### config.mk
export PLATFORM = sky130hd
export DESIGN_NAME = isdu_ctrl
export DESIGN_NICKNAME = d
export VERILOG_FILES = /design/src/rtl/isdu_ctrl.sv
export SDC_FILE = /design/constraint.sdc
export NUM_CORES = 1
export LEC_CHECK = 0
export BUFFER_PORTS_ARGS = -buffer_cell sky130_fd_sc_hd__buf_2
export CAP_MARGIN = 0
export CORE_MARGIN = 3
export CORE_UTILIZATION = 40
export CTS_CLUSTER_DIAMETER = 150
export DETAILED_ROUTE_END_ITERATION = 10
export HOLD_SLACK_MARGIN = 0.03
export PLACE_DENSITY = 0.64
export SYNTH_ARGS = -nofsm -noshare
export SYNTH_HDL_FRONTEND = slang
export SYNTH_SLANG_ARGS = --single-unit
### constraint.sdc
create_clock -name Clk -period 3.8 [get_ports Clk]
set_input_delay 0.76 -clock Clk [delete_from_list [all_inputs] [get_ports Clk]]
set_output_delay 0.76 -clock Clk [all_outputs]
set_load 0.01 [all_outputs]
### src/rtl/isdu_ctrl.sv
// SLC-3 instruction sequencing/decode FSM: fetch, decode and execute of the reduced LC-3 set.
// Control outputs are registered from the next state, so they always reflect the current state.
module isdu_ctrl (
    input  logic       Clk,
    input  logic       Reset,
    input  logic       Run,
    input  logic       Continue,
    input  logic [3:0] Opcode,
    input  logic       IR_5,
    input  logic       IR_11,
    input  logic       BEN,
    output logic       LD_MAR,
    output logic       LD_MDR,
    output logic       LD_IR,
    output logic       LD_BEN,
    output logic       LD_CC,
    output logic       LD_REG,
    output logic       LD_PC,
    output logic       LD_LED,
    output logic       GatePC,
    output logic       GateMDR,
    output logic       GateALU,
    output logic       GateMARMUX,
    output logic [1:0] PCMUX,
    output logic       DRMUX,
    output logic       SR1MUX,
    output logic       SR2MUX,
    output logic       ADDR1MUX,
    output logic [1:0] ADDR2MUX,
    output logic [1:0] ALUK,
    output logic       Mem_OE,
    output logic       Mem_WE
);

    typedef enum logic [4:0] {
        HALTED, S18, S33_1, S33_2, S35, S32,
        S01, S05, S09, S00, S22, S12,
        S04, S21, S20,
        S06, S25_1, S25_2, S27,
        S07, S23, S16_1, S16_2,
        PAUSE1, PAUSE2
    } state_t;

    typedef struct packed {
        logic       ld_mar;
        logic       ld_mdr;
        logic       ld_ir;
        logic       ld_ben;
        logic       ld_cc;
        logic       ld_reg;
        logic       ld_pc;
        logic       ld_led;
        logic       gate_pc;
        logic       gate_mdr;
        logic       gate_alu;
        logic       gate_marmux;
        logic [1:0] pcmux;
        logic       drmux;
        logic       sr1mux;
        logic       sr2_imm_en;
        logic       addr1mux;
        logic [1:0] addr2mux;
        logic [1:0] aluk;
        logic       mem_oe;
        logic       mem_we;
    } ctl_t;

    localparam logic [1:0] PC_INC   = 2'b00;
    localparam logic [1:0] PC_ADDER = 2'b10;
    localparam logic [1:0] A2_ZERO  = 2'b00;
    localparam logic [1:0] A2_OFF6  = 2'b01;
    localparam logic [1:0] A2_OFF9  = 2'b10;
    localparam logic [1:0] A2_OFF11 = 2'b11;
    localparam logic [1:0] ALU_ADD  = 2'b00;
    localparam logic [1:0] ALU_AND  = 2'b01;
    localparam logic [1:0] ALU_NOT  = 2'b10;
    localparam logic [1:0] ALU_PASS = 2'b11;

    state_t r_state;
    state_t w_nxt;
    ctl_t   r_ctl;

    function automatic ctl_t decode(input state_t s);
        ctl_t c;
        c        = '0;
        c.mem_oe = 1'b1;
        c.mem_we = 1'b1;
        case (s)
            S18: begin
                c.gate_pc = 1'b1;
                c.ld_mar  = 1'b1;
                c.pcmux   = PC_INC;
                c.ld_pc   = 1'b1;
            end
            S33_1: c.mem_oe = 1'b0;
            S33_2: begin
                c.mem_oe = 1'b0;
                c.ld_mdr = 1'b1;
            end
            S35: begin
                c.gate_mdr = 1'b1;
                c.ld_ir    = 1'b1;
            end
            S32: c.ld_ben = 1'b1;
            S01, S05: begin
                c.sr2_imm_en = 1'b1;
                c.aluk       = (s == S05) ? ALU_AND : ALU_ADD;
                c.gate_alu   = 1'b1;
                c.ld_reg     = 1'b1;
                c.ld_cc      = 1'b1;
            end
            S09: begin
                c.aluk     = ALU_NOT;
                c.gate_alu = 1'b1;
                c.ld_reg   = 1'b1;
                c.ld_cc    = 1'b1;
            end
            S22: begin
                c.addr1mux = 1'b0;
                c.addr2mux = A2_OFF9;
                c.pcmux    = PC_ADDER;
                c.ld_pc    = 1'b1;
            end
            S12, S20: begin
                c.addr1mux = 1'b1;
                c.addr2mux = A2_ZERO;
                c.pcmux    = PC_ADDER;
                c.ld_pc    = 1'b1;
            end
            S04: begin
                c.gate_pc = 1'b1;
                c.drmux   = 1'b1;
                c.ld_reg  = 1'b1;
            end
            S21: begin
                c.addr1mux = 1'b0;
                c.addr2mux = A2_OFF11;
                c.pcmux    = PC_ADDER;
                c.ld_pc    = 1'b1;
            end
            S06, S07: begin
                c.addr1mux    = 1'b1;
                c.addr2mux    = A2_OFF6;
                c.gate_marmux = 1'b1;
                c.ld_mar      = 1'b1;
            end
            S25_1: c.mem_oe = 1'b0;
            S25_2: begin
                c.mem_oe = 1'b0;
                c.ld_mdr = 1'b1;
            end
            S27: begin
                c.gate_mdr = 1'b1;
                c.ld_reg   = 1'b1;
                c.ld_cc    = 1'b1;
            end
            S23: begin
                c.sr1mux   = 1'b1;
                c.aluk     = ALU_PASS;
                c.gate_alu = 1'b1;
                c.ld_mdr   = 1'b1;
            end
            S16_1, S16_2: c.mem_we = 1'b0;
            PAUSE1: c.ld_led = 1'b1;
            default: ;
        endcase
        return c;
    endfunction

    always_comb begin
        w_nxt = r_state;
        case (r_state)
            HALTED: if (Run) w_nxt = S18;
            S18:    w_nxt = S33_1;
            S33_1:  w_nxt = S33_2;
            S33_2:  w_nxt = S35;
            S35:    w_nxt = S32;
            S32: begin
                case (Opcode)
                    4'b0001: w_nxt = S01;
                    4'b0101: w_nxt = S05;
                    4'b1001: w_nxt = S09;
                    4'b0000: w_nxt = S00;
                    4'b1100: w_nxt = S12;
                    4'b0100: w_nxt = S04;
                    4'b0110: w_nxt = S06;
                    4'b0111: w_nxt = S07;
                    4'b1101: w_nxt = PAUSE1;
                    default: w_nxt = S18;
                endcase
            end
            S00:    w_nxt = BEN ? S22 : S18;
            S04:    w_nxt = IR_11 ? S21 : S20;
            S06:    w_nxt = S25_1;
            S25_1:  w_nxt = S25_2;
            S25_2:  w_nxt = S27;
            S07:    w_nxt = S23;
            S23:    w_nxt = S16_1;
            S16_1:  w_nxt = S16_2;
            PAUSE1: if (Continue) w_nxt = PAUSE2;
            PAUSE2: if (!Continue) w_nxt = S18;
            default: w_nxt = S18;
        endcase
    end

    always_ff @(posedge Clk) begin
        if (Reset) begin
            r_state <= HALTED;
            r_ctl   <= decode(HALTED);
        end else begin
            r_state <= w_nxt;
            r_ctl   <= decode(w_nxt);
        end
    end

    assign LD_MAR     = r_ctl.ld_mar;
    assign LD_MDR     = r_ctl.ld_mdr;
    assign LD_IR      = r_ctl.ld_ir;
    assign LD_BEN     = r_ctl.ld_ben;
    assign LD_CC      = r_ctl.ld_cc;
    assign LD_REG     = r_ctl.ld_reg;
    assign LD_PC      = r_ctl.ld_pc;
    assign LD_LED     = r_ctl.ld_led;
    assign GatePC     = r_ctl.gate_pc;
    assign GateMDR    = r_ctl.gate_mdr;
    assign GateALU    = r_ctl.gate_alu;
    assign GateMARMUX = r_ctl.gate_marmux;
    assign PCMUX      = r_ctl.pcmux;
    assign DRMUX      = r_ctl.drmux;
    assign SR1MUX     = r_ctl.sr1mux;
    // IR is stable through execute, so following IR_5 live keeps the immediate select exact
    assign SR2MUX     = r_ctl.sr2_imm_en & IR_5;
    assign ADDR1MUX   = r_ctl.addr1mux;
    assign ADDR2MUX   = r_ctl.addr2mux;
    assign ALUK       = r_ctl.aluk;
    assign Mem_OE     = r_ctl.mem_oe;
    assign Mem_WE     = r_ctl.mem_we;

endmodule

# --- After elaboration in Yosys (flattened, before gate mapping) ---
# Memory sizes are Yosys's and may differ from the RTL's.
# Cells that the tools add are included.
word_totals:
  regBits: 29
  latch_bits: 0
  ramBits: 0
  romBits: 80
  input_bits: 11
  output_inout_bits: 24
  wordCells: 103
  memories: 1
classes:
  add_sub_neg: 0
  mul: 0
  div: 0
  n_lt_le_gt_ge: 0
  eq_ne: 37
  shift: 0
  muxes: 27
  bitwise: 1
  reduce_logical: 15
mem_list:
  columns: ["name", "words", "word_bits", "rd", "rd_clocked_by_memory_dff", "wr", "line_no", "source"]
  rows:
  - ["(name not given)", 16, 5, 1, 0, 0, "179", "case (Opcode)"]
op_table:
  columns: ["cell", "n"]
  rows:
  - ["one-hot mux 5 bit (16 select lines)", 1]
  - ["equality test 5 bit, second input constant", 15]
  - ["equality test 5 x 4 -> 1 bit, second input constant", 10]
  - ["equality test 5 x 3 -> 1 bit, second input constant", 6]
  - ["equality test 5 x 2 -> 1 bit, second input constant", 4]
  - ["2-to-1 mux 1 bit", 18]
  - ["OR reduction 4 bit", 4]
  - ["2-to-1 mux 5 bit", 3]
  - ["one-hot mux 3 bit (4 select lines)", 1]
  - ["OR reduction 2 bit", 6]
  - ["equality test 5 x 1 -> 1 bit, second input constant", 2]
  - ["OR reduction 5 bit", 2]
  - ["one-hot mux 2 bit (3 select lines)", 1]
  - ["OR reduction 3 bit", 2]
  - ["logical NOT 5 bit", 1]
  - ["2-to-1 mux 2 bit", 2]
  - ["2-to-1 mux 4 bit", 1]
  - ["bitwise AND 1 bit", 1]

# --- Logic depth before layout (Yosys ltp) ---
logic_depth:
  word_depth: 5
  depth_mapped: 9
  depth_no_buf: 7

# --- Least setup slack after synthesis ---
# No wires, ideal clock.
synth_timing:
  path_type: "input -> register"
  from: "in Opcode[0]"
  to: "reg r_ctl (netlist bit GateALU)"
  setup_time_ps: 59
  t_arrival_ps: 2365
  required_ps: 3741
  path_slack_ps: 1376
  cell_stages: 9
  cell_sequence: "clkbuf_1 mux2_2 nor2_1 o21ai_1 and3_1 clkbuf_2 or3_4 a2bb2oi_2 nand2_1"
synth_between:
  elab_chain_cells: 5
synth_rtl:
  columns: ["item", "line_no", "source"]
  rows:
  - ["start, declared", "8", "input logic [3:0] Opcode,"]
  - ["memory read (16 x 5 bit) (*)", null, null]
  - ["one-hot mux 5 bit (16 select lines) (*)", "172", "case (r_state)"]
  - ["equality test 5 x 3 -> 1 bit, or another cell as far along", "88", "case (s)"]
  - ["OR reduction 4 bit (no line) (*)", null, null]
  - ["2-to-1 mux 1 bit (*)", "88", null]
  - ["end signal, assigned", "209", "r_ctl <= decode(HALTED);"]
  - ["end signal, assigned", "212", "r_ctl <= decode(w_nxt);"]
  - ["end, declared", "81", "ctl_t r_ctl;"]
# Every way passes the cells marked *; elsewhere a longest branch is shown, timed or not.
# A chain may end at the register's enable or synchronous reset.

# --- Worst setup path after layout ---
layout_timing:
  from: "reg r_state[1]"
  to: "reg r_ctl (netlist bit GatePC)"
layout_between:
  elab_chain_cells: 5
layout_rtl:
  columns: ["item", "line_no", "source"]
  rows:
  - ["start, declared", "79", "state_t r_state;"]
  - ["start signal, assigned", "211", "r_state <= w_nxt;"]
  - ["equality test 5 bit, or another cell as far along", "172", null]
  - ["one-hot mux 5 bit (16 select lines) (*)", "172", null]
  - ["equality test 5 x 4 -> 1 bit / equality test 5 x 1 -> 1 bit (equally long branches)", "88", null]
  - ["OR reduction 2 bit (no line) (*)", null, null]
  - ["2-to-1 mux 1 bit (*)", "88", null]
# Marked as above.

==> summary.md <==
| Metric | Value |
|---|---|
| Outcome | `completed` |
| Critical path type | `reg2reg` |
| Async set-reset flop share out of synthesis | `0` |
| CTS HTree Levels | `1` |
| CTS tree | `done` |
| DIE HEIGHT | `67.68 µm` |
| Crit. Startpoint | `r_state[1]` |
| Number of buffers added on ports | `33` |
| Worst Tran Pin Value | `1215 ps` |
| Fin nets | `207` |
| Grt ovf | `0` |
| Final WS setup | `858.1 ps` |
| Crit path DAT | `3150 ps` |
| Initial core utilization | `0.4354` |
| Hold/Removal Path Class | `reg2reg` |
| DRC Markers | `0` |
| Most frequent cells in the layout | `buf_2 (33), dfxtp_1 (28), nor2_1 (17)` |
| Launch point of the worst reg-to-reg path | `r_state[1]` |
| Core area | `3495 µm²` |
| Gr usage total | `0.1496` |
| Most common cell after layout, fill and taps aside | `buf_2` |
| Final Cycle Share | `0.7742` |
| Synthesized flop and latch total | `28` |
| CTS root buffer | `clkbuf_8` |
| Initial DRC Count | `80` |
| Max Slew Vio Count | `0` |
| Post-route cell area | `1668 µm²` |
| Post-layout min period | `2942 ps` |
| Final Util | `0.4773` |
| Mapped Nets | `186` |
| Seq. cell area | `560.5 µm²` |
| Vias | `1,330` |
| VDD IR max | `0.1337 mV` |
| Post-Syn Area | `1521 µm²` |
| Post-DR wirelength/cell | `13.94 µm` |
| Syn_area_per_cell | `8.694 µm²` |
| WL final | `3346 µm` |
| Critical Path End Type | `register` |
| Leakage | `0.7088 nW` |
| Via density | `5.542` |
| WHS | `793.1 ps` |
| Placement Setup Slack | `900.9 ps` |
| RSZ-0062 raised after global routing | `false` |
| Routed Antenna Nets | `0` |
| Total of max-cap violations | `0` |
| CP Launch Type | `register` |
| Relative slew slack | `0.1860` |
| FMAX | `339.9 MHz` |
| Multi-input combinational cell area | `809.5 µm²` |
| CP Max Fanout | `16` |
| Pre-Repair DR Iteration Count | `4` |
| Setup Fix Bufs, Post-CTS | `0` |
| FF-to-FF path depth | `6` |
| Setup Total Neg Slack | `0 ps` |
| Reg with most FFs | `r_state` |
| Slowest cell delay on critical path | `970 ps` |
| Hold-fix buffers, CTS | `0` |
| Area growth syn-to-layout | `9.622%` |
| Hold depth | `2` |
| R2R setup slack | `860 ps` |
| Cell row count | `21` |
| Inserted Diodes | `0` |
| Top_reg_cell synth | `dfxtp_1` |
| WHS Endpoint | `LD_IR` |
| Synth cell types | `59` |
| Power, Total | `0.5683 mW` |
| Share of cells above drive strength 1 | `0.2938` |
| Slowest cell on crit path | `a31oi_1` |
| Post-synth EDFFs | `0` |
| Later-pin clock latency in the skew report | `270 ps` |
| Register area share after synthesis | `0.3684` |
| Max clock buf depth | `2` |
| End of the worst register-to-register path | `GatePC` |
| Routability cong. | `0.8318` |
| Ports | `35` |
| Critical-path cell list | `nor2_1 -> and4_1 -> a31oi_1 -> nand2_1 -> nor3_1 -> a31o_1` |
| Antenna violations before repair | `0` |
| Sink Count | `28` |
| HP Start | `r_state[1]` |
| Hpwl dp | `2490 µm` |
| Warnings, synthesis | `0` |
| Vias in the first global route | `1,170` |
| Final non-filler cell total | `240` |
| Die ar. | `4580 µm²` |
| Final-report hold violation count | `0` |
| First-pass GRT wire length | `5375 µm` |
| Largest net degree at the start of global routing | `18` |
| Total CTS buffers | `3` |
| Clock transition at path regs | `90 ps` |
| Layout fillers | `348` |
| Final setup violation count | `0` |
| Largest register FFs | `5` |
| Post-cts sizing count | `0` |
| Placed Area | `1627 µm²` |
| Mapped Cells | `175` |
| Power Density | `340.7 nW/µm²` |
| Clk_skew | `7.057 ps` |
| Placed Cells | `237` |
| Die W | `67.68 µm` |
| Critical Path RT | `4010 ps` |
-- layout make-up --
class,count,share of cell area
Timing Repair Buffer,33,0.09902
Multi-Input combinational cell,121,0.4854
Sequential cell,28,0.3361
Clock buffer,3,0.02476
Tap cell,46,0.03451
Inverter,9,0.02026
-- worst max-delay path, delay by kind of cell, from the launching register on --
family | cells | cell delay [ps]
and+or+nand+nor | 4 | 1070
AOI/OAI and AO/OA | 2 | 1140
DFF | 1 | 670
-- how the worst max path moves through the flow --
stage	end	depth (start not counted)	slack (ps)
after floorplan	GateALU	9	1380
after global placement	GatePC	8	1010
after detailed placement	GatePC	8	900
after CTS	GatePC	6	940
after global routing	GatePC	6	610
final	GatePC	6	860
-- synth_stat cells, types with 3 or more instances --
| cell type | number | area, µm² |
|---|---|---|
| dfxtp_1 | 28 | 560.5 |
| inv_1 | 7 | 26.28 |
| nand2_1 | 8 | 30.03 |
| nor4_1 | 3 | 18.77 |
| a31oi_1 | 3 | 18.77 |
| buf_2 | 3 | 15.01 |
| and3_1 | 3 | 18.77 |
| nor2_1 | 17 | 63.81 |
| buf_4 | 9 | 67.56 |
| nand2b_1 | 4 | 25.02 |
| nor3_1 | 10 | 50.05 |
| a21o_1 | 3 | 22.52 |
| a21oi_1 | 9 | 45.04 |
| o21ai_0 | 7 | 35.03 |
-- cells by family after synthesis --
group	after synthesis	synth area share
simple gates	73	0.3026
flops	28	0.3684
mux	1	0.007401
xor+xnor	3	0.01727
buf+inv	26	0.09950
other cells	1	0.002465
compound gates	43	0.2023
-- metal layers --
layer	routed length, µm	vias up	global-route usage
met4	31	0	0.04304
met2	1539	62	0.2515
met5	0	-	0
met1	1538	604	0.2045
li1	-	660	-
met3	238	4	0.009983
-- where the power goes --
| part | total (mW) | internal, mW | leakage [nW] | switching (mW) |
|---|---|---|---|---|
| logic | 0.0982 | 0.0407 | 0.460 | 0.0575 |
| clock network | 0.153 | 0.0709 | 0.0216 | 0.0818 |
| registers | 0.317 | 0.304 | 0.227 | 0.0135 |
Note: power is estimated with default switching activity, not from simulation.
